`config.mk`:
```
export PLATFORM = sky130hd
export DESIGN_NAME = data_mem_bridge_flat
export DESIGN_NICKNAME = d
export VERILOG_FILES = /design/src/rtl/data_mem_bridge_if.sv /design/src/rtl/data_mem_bridge.sv /design/src/flat_wrapper.sv
export SDC_FILE = /design/constraint.sdc
export NUM_CORES = 1
export LEC_CHECK = 0
export ABC_AREA = 1
export CAP_MARGIN = 15
export CORE_MARGIN = 2
export CORE_UTILIZATION = 30
export DETAILED_ROUTE_END_ITERATION = 8
export GPL_TIMING_DRIVEN = 0
export SLEW_MARGIN = 10
export SYNTH_ARGS = -nofsm -noshare
export SYNTH_HDL_FRONTEND = slang
export SYNTH_SLANG_ARGS = --single-unit
```
`constraint.sdc`:
```
create_clock -name clk -period 4.2 [get_ports clk]
set_input_delay 0.63 -clock clk [delete_from_list [all_inputs] [get_ports clk]]
set_output_delay 0.63 -clock clk [all_outputs]
set_load 0.01 [all_outputs]
```
`src/rtl/data_mem_bridge_if.sv`:
```
// Request/acknowledge bus between the data-memory bridge (master) and a multi-cycle memory (slave).
interface data_mem_bridge_if;
  logic        bus_req;
  logic        bus_we;
  logic [31:0] bus_addr;
  logic [31:0] bus_wdata;
  logic [31:0] bus_rdata;
  logic        bus_ack;

  modport master (output bus_req, bus_we, bus_addr, bus_wdata, input bus_rdata, bus_ack);
  modport slave  (input bus_req, bus_we, bus_addr, bus_wdata, output bus_rdata, bus_ack);
endinterface

```
`src/rtl/data_mem_bridge.sv`:
```
// MEM-stage to multi-cycle data memory bridge: turns single-cycle load/store requests into
// req/ack bus transactions, stalls the pipeline meanwhile and flags misalignment and timeouts.
module data_mem_bridge #(
  parameter int TIMEOUT = 16,
  parameter int CNT_W   = 5
) (
  input  logic              clk,
  input  logic              rst,
  input  logic              cpu_ren,
  input  logic              cpu_wen,
  input  logic [31:0]       cpu_addr,
  input  logic [31:0]       cpu_dout,
  input  logic              cpu_adv,
  output logic [31:0]       cpu_din,
  output logic              mem_stall,
  data_mem_bridge_if.master bus,
  input  logic              err_clr,
  output logic              err_misalign,
  output logic              err_timeout
);
  typedef enum logic [1:0] {IDLE, REQ, DONE} state_t;

  state_t           state, state_nxt;
  logic             access, aligned, start, misaligned, expired;
  logic             we_q;
  logic [31:0]      addr_q, wdata_q, hold;
  logic [CNT_W-1:0] cnt;

  assign access     = cpu_ren | cpu_wen;
  assign aligned    = (cpu_addr[1:0] == 2'b00);
  assign start      = (state == IDLE) && access && aligned;
  assign misaligned = (state == IDLE) && access && !aligned;
  assign expired    = (state == REQ) && !bus.bus_ack && (cnt == CNT_W'(TIMEOUT - 1));

  assign bus.bus_req   = (state == REQ);
  assign bus.bus_we    = we_q;
  assign bus.bus_addr  = addr_q;
  assign bus.bus_wdata = wdata_q;

  always_ff @(posedge clk or posedge rst) begin
    if (rst) state <= IDLE;
    else     state <= state_nxt;
  end

  always_comb begin
    state_nxt = state;
    mem_stall = 1'b0;
    cpu_din   = hold;
    case (state)
      IDLE: begin
        // Detection is combinational, so reset must mask the stall explicitly.
        if (start) begin
          mem_stall = ~rst;
          state_nxt = REQ;
        end else if (misaligned) begin
          cpu_din = '0;
        end
      end
      REQ: begin
        mem_stall = 1'b1;
        if (bus.bus_ack || expired) state_nxt = DONE;
      end
      DONE: begin
        if (cpu_adv) state_nxt = IDLE;
      end
      default: state_nxt = IDLE;
    endcase
  end

  always_ff @(posedge clk or posedge rst) begin
    if (rst) begin
      we_q         <= 1'b0;
      addr_q       <= '0;
      wdata_q      <= '0;
      hold         <= '0;
      cnt          <= '0;
      err_misalign <= 1'b0;
      err_timeout  <= 1'b0;
    end else begin
      if (start) begin
        addr_q  <= cpu_addr;
        we_q    <= cpu_wen;
        wdata_q <= cpu_dout;
        cnt     <= '0;
      end
      if (state == REQ) begin
        if (bus.bus_ack) begin
          if (!we_q) hold <= bus.bus_rdata;
        end else if (expired) begin
          hold <= '0;
        end else begin
          cnt <= cnt + CNT_W'(1);
        end
      end
      // A flag being set in the same cycle as err_clr stays set.
      if (misaligned)   err_misalign <= 1'b1;
      else if (err_clr) err_misalign <= 1'b0;
      if (expired)      err_timeout  <= 1'b1;
      else if (err_clr) err_timeout  <= 1'b0;
    end
  end
endmodule

```
`src/flat_wrapper.sv`:
```
// flat-port wrapper written by rule: the top's interface ports become plain ports
module data_mem_bridge_flat 
#(
  parameter int TIMEOUT = 16,
  parameter int CNT_W   = 5
)
  (clk, rst, cpu_ren, cpu_wen, cpu_addr, cpu_dout, cpu_adv, cpu_din, mem_stall, err_clr, err_misalign, err_timeout, bus_bus_req, bus_bus_we, bus_bus_addr, bus_bus_wdata, bus_bus_rdata, bus_bus_ack);
  data_mem_bridge_if bus_i ();
  input  logic clk;
  input  logic rst;
  input  logic cpu_ren;
  input  logic cpu_wen;
  input  logic [31:0] cpu_addr;
  input  logic [31:0] cpu_dout;
  input  logic cpu_adv;
  output logic [31:0] cpu_din;
  output logic mem_stall;
  input  logic err_clr;
  output logic err_misalign;
  output logic err_timeout;
  output wire logic [$bits(bus_i.bus_req)-1:0] bus_bus_req;
  output wire logic [$bits(bus_i.bus_we)-1:0] bus_bus_we;
  output wire logic [$bits(bus_i.bus_addr)-1:0] bus_bus_addr;
  output wire logic [$bits(bus_i.bus_wdata)-1:0] bus_bus_wdata;
  input wire logic [$bits(bus_i.bus_rdata)-1:0] bus_bus_rdata;
  input wire logic [$bits(bus_i.bus_ack)-1:0] bus_bus_ack;
  assign bus_bus_req = bus_i.bus_req;
  assign bus_bus_we = bus_i.bus_we;
  assign bus_bus_addr = bus_i.bus_addr;
  assign bus_bus_wdata = bus_i.bus_wdata;
  assign bus_i.bus_rdata = bus_bus_rdata;
  assign bus_i.bus_ack = bus_bus_ack;
  data_mem_bridge #(.TIMEOUT(TIMEOUT), .CNT_W(CNT_W)) u_core (.clk(clk), .rst(rst), .cpu_ren(cpu_ren), .cpu_wen(cpu_wen), .cpu_addr(cpu_addr), .cpu_dout(cpu_dout), .cpu_adv(cpu_adv), .cpu_din(cpu_din), .mem_stall(mem_stall), .bus(bus_i), .err_clr(err_clr), .err_misalign(err_misalign), .err_timeout(err_timeout));
endmodule
```
Word-level counts from Yosys, hierarchy flattened
Index checks and enable logic that the tools add are counted.
{ "totals": {"reg_bits": 106, "word_cells": 52, "out_inout_bits": 101, "input_bits": 103} }
{ "classes": {"reduce_logical": 15, "addsub": 1, "mux": 19, "eq_ne": 7, "bitwise_logic": 2} }
{ "op_table": {"columns": ["cell", "count"], "rows": [
  ["32-bit 2-to-1 mux", 6],
  ["5-bit 2-to-1 mux", 4],
  ["2-bit 2-to-1 mux", 3],
  ["2-bit case mux with 3 select lines", 1],
  ["3-bit AND reduction", 2],
  ["2-bit nonzero test", 3],
  ["5-bit by 1-bit adder with 5-bit output (second input constant)", 1],
  ["5-bit by 4-bit == test with 1-bit output (second input constant)", 1],
  ["1-bit logical AND", 5],
  ["2-bit logical NOT", 2],
  ["1-bit 2-to-1 mux", 4],
  ["2-bit by 1-bit inequality test with 1-bit output (second input constant)", 2],
  ["2-bit inequality test (second input constant)", 2],
  ["2-bit by 1-bit == test with 1-bit output (second input constant)", 1],
  ["2-bit == test (second input constant)", 1],
  ["1-bit logical NOT", 2],
  ["1-bit case mux with 2 select lines", 1],
  ["1-bit logical OR", 1],
  ["1-bit NOT", 1],
  ["1-bit bitwise OR", 1]
]} }

Logic depth before layout (Yosys ltp)
Gate-level depths: netlist of the first run.
{ "depth": {"ltp_word": 7, "mapped_depth": 9, "depth_no_buf": 9} }

Least setup slack after synthesis of the first run
OpenSTA, ideal clock, no wires.
{ "synth_path": {"path_type": "input to output", "startpoint": "input cpu_addr[0]", "endpoint": "output mem_stall", "cell_stages": 4, "required_time_ns": 3.570, "arrival_time_ns": 1.400, "path_buffers": 1, "slack_ns": 2.170, "path_cell_list": "nor2_1 > nand3_2 > clkbuf_1 > o21ai_0"} }
{ "synth_between": {"elab_chain_cells": 4} }
{ "synth_rtl": {"columns": ["element", "line", "source"], "rows": [
  ["from (decl)", "flat_wrapper.sv:13", "input logic [31:0] cpu_addr;"],
  ["2-bit logical NOT", "data_mem_bridge.sv:30", "assign aligned = (cpu_addr[1:0] == 2'b00);"],
  ["1-bit logical AND", "data_mem_bridge.sv:31", "assign start = (state == IDLE) && access && aligned;"],
  ["1-bit 2-to-1 mux", "data_mem_bridge.sv:52", "if (start) begin"],
  ["1-bit case mux with 2 select lines", "data_mem_bridge.sv:49", "case (state)"],
  ["to (decl)", "flat_wrapper.sv:17", "output logic mem_stall;"]
]} }
Every way passes these cells.

Worst setup path in the final report of the first run
Ends and elaborated chain as after synthesis.

==> results of run 1 <==
## power by group
group | switching, mW | internal [mW]
registers | 0.249 | 1.46
clock network | 0.397 | 0.469
logic | 0.860 | 1.07
## registers in the layout, summed over array words and instances (netlist names)
| signal | count |
|---|---|
| u_core.state | 2 |
| u_core.cnt | 5 |
| u_core.bus.bus_wdata | 32 |
| u_core.err_misalign | 1 |
| u_core.bus.bus_we | 1 |
| u_core.bus.bus_addr | 32 |
| u_core.err_timeout | 1 |
| u_core.hold | 32 |
## cell families after synthesis
group / Yosys count
and+or+nand+nor: 255
buffers and inverters: 169
DFF: 106
AOI/OAI and AO/OA: 70
adders and majority gates: 2
xor gates and xnor gates: 1
## area by class of cell
type / count / area, sq um / area share (%)
well taps: 216 / 270 / 3.64
multi-input cells: 328 / 1440 / 19.5
inverters: 139 / 527 / 7.10
clock buffers: 9 / 225 / 3.04
repair buffers: 203 / 2050 / 27.6
plain buffers: 30 / 171 / 2.31
flip-flops and latches: 106 / 2650 / 35.8
clock inverters: 7 / 75.1 / 1.01
## layer usage
metal	GRT usage [%]	up-vias
met5	0	-
met4	3.75	0
met3	8.53	7
met2	24.3	149
met1	20.8	1881
li1	-	2205
## tightest hold or removal path: cells and delay by family, from the launching register on
kind                   cells  cell delay (ns)
AND/OR/NAND/NOR            1             0.05
buffers and inverters      1             0.04
flip-flops                 1             0.35
## cells in the final DEF (no fill, tap or decap), types with 2 or more instances in the layout
master,instances
nand2_1,205
clkdlybuf4s50_1,202
inv_1,137
dfrtp_1,106
o21ai_1,42
nand3_1,38
o21ai_0,27
buf_2,17
clkbuf_16,9
clkbuf_1,8
buf_6,5
inv_6,4
nand2_2,2
nor2_1,2
ha_1,2
clkinv_2,2
## stage by stage
stage          utilization, %  cells  hold slack, ns
2_1_floorplan               -    603           0.479
4_1_cts                  47.0   1038           0.476
3_3_place_gp             44.9   1021           0.451
5_1_grt                  47.0   1038           0.500
6_report                 47.0   1038           0.471
3_5_place_dp             45.1   1022           0.457
## worst max-delay path by stage
stage	to
2_1_floorplan	u_core.bus.bus_addr[0]
4_1_cts	mem_stall
5_1_grt	mem_stall
3_5_place_dp	mem_stall
3_3_place_gp	u_core.bus.bus_addr[21]
6_report	mem_stall
==> impl_metrics.ini, run 1 <==
[clock_network]
clk_latency_ns = 0.35
hold_buffers = 0
cts_htree_levels = 3
clockRootBuffer = clkbuf_16
cts_buffers = 9
clk_pin_slew_ns = 0.07
ctsResizeCount = 0
clkSinkCount = 106
clk_path_buf_depth = 2
post_cts_buffers = 0
cts_tree = yes

[final_layout]
fin_area_sq_um = 7410
insertedDiodeCount = 0
syn2layout_area_growth_pct = 54.8
drive_above_1_share_pct = 5.84
num-nets-final = 922
fill_cells = 1625

[synthesis]
yosys_warnings = 0
async_reset_ff_share_pct = 100
syn_inst = 603
synthTopCellsByArea = dfrtp_1 (55%), nand2_1 (16%), inv_1 (11%), o21ai_1 (4.4%), nand3_1 (4.0%)
ys_seq_area_share_pct = 55.4
synth_xor_area_share_pct = 0.183
synth.distinct_cells = 23
synth_top_family_by_area = simple AND/OR/NAND/NOR gates
synth.most_common_cell = nand2_1
synth_compound_area_share_pct = 7.37
synth_edf_count = 0
yosys.area_share.simple_pct = 22.1
syn_area_sq_um = 4790
syn_nets = 708
synth-main-ff-cell = dfrtp_1
synth_seq_cells = 106
synth_top_area_share_pct = 55.4
yosysTopAreaCell = dfrtp_1
synth-adder-area-share_pct = 0.522
syn_avg_cell_area_sq_um = 7.94
muxShareOfSynthArea_pct = 0
ys_top_cells_by_count = nand2_1 (205), inv_1 (138), dfrtp_1 (106), o21ai_1 (42), nand3_1 (38)

[drt]
drtIter0Drc = 137
wl_met2_microns = 5680
drt-vias-per-instance = 4.09
final_antenna_net_count = 0
first_pass_iters = 4
drc = 0
vias = 4242
highest_layer = met4
routedWlPerCell_microns = 12.8
wl_met3_microns = 1570
wl_met1_microns = 5960
drt-total-wl_microns = 13300

[global_route]
grtUsageTotal_pct = 16.2
grt_pass1_vias = 4090
antenna_found_initial = 0
grt_remaining_overflow = 0
grt_max_degree = 72
grt_pass1_wl_microns = 21200

[sta]
clock_skew_ns = 0.0108
setup_viol = 0
max_freq_mhz = 304
slew_headroom_pct = 65.4
setup_tns_ns = 0
setup_ws_ns = 0.906
fin_crit_sh_pct = 78.4
drv_slew = 0
tightest_slew_ns = 0.518
layout_min_cycle_time_ns = 3.29
finalHoldViolations = 0
grt_setup_unrepaired = no

[critical_path]
endpoint_kind = output port
path_delay_family = buffers and inverters
critPathMaxStageDelay_ns = 0.56
path_buf_inv = 3
path_common_cell = clkdlybuf4s50_1
required_ns = 3.57
critPathSlowestCell = clkdlybuf4s50_1
path_cells = clkdlybuf4s50_1, nor2_1, nand3_2, clkbuf_1, o21ai_0, clkdlybuf4s50_1
r2r_end = u_core.hold[8]
path_depth = 6
critPathLaunchType = input port
reg2reg_depth = 8
r2r_start = u_core.cnt[0]
arrival_ns = 2.66
crit_fanout = 10
startpoint = cpu_addr[0]
crit_type = input port to output port
r2r_slack_ns = 2.54

[placed_design]
dp_hpwl_microns = 9780
dpl_cell_area_sq_um = 7110
portBuffers = 202
place.gp.congestion = 0.724
post-place-ws_ns = 0.912

[hold_path]
hold_start = u_core.bus.bus_addr[1]
min_to = u_core.bus.bus_addr[1]
hold_depth = 2
min_path_type = flop to flop

[die]
fp.dieH_microns = 130
die-area_sq_um = 17000
dieWidth_microns = 130
fp-row-count = 46
start_util_pct = 30.4
boundaryPins = 204
core_sq_um = 15800

[power]
total_power_mw = 4.51
p_leak_nw = 4.04
peakVddDrop_uv = 253
cellPowerDensity_nw_per_um2 = 608

[status]
status = finished clean

[job]
drv_cap = 0
Note: power is estimated with default switching activity, not from simulation.
==> inputs of run 2 (changes only) <==
==> constraint.sdc (replaced) <==
create_clock -name clk -period 3.3 [get_ports clk]
set_input_delay 0.495 -clock clk [delete_from_list [all_inputs] [get_ports clk]]
set_output_delay 0.495 -clock clk [all_outputs]
set_load 0.01 [all_outputs]
==> results of run 2 <==
Same layout as run 1 (identical final DEF). Status: finished clean.
Among the figures that moved: setup slack after placement 0.912 ns -> 0.282 ns; setup slack after layout 0.906 ns -> 0.276 ns; register-to-register setup slack 2.54 ns -> 1.64 ns; total power 4.51 mW -> 5.74 mW; worst IR drop on VDD 253 uV -> 322 uV
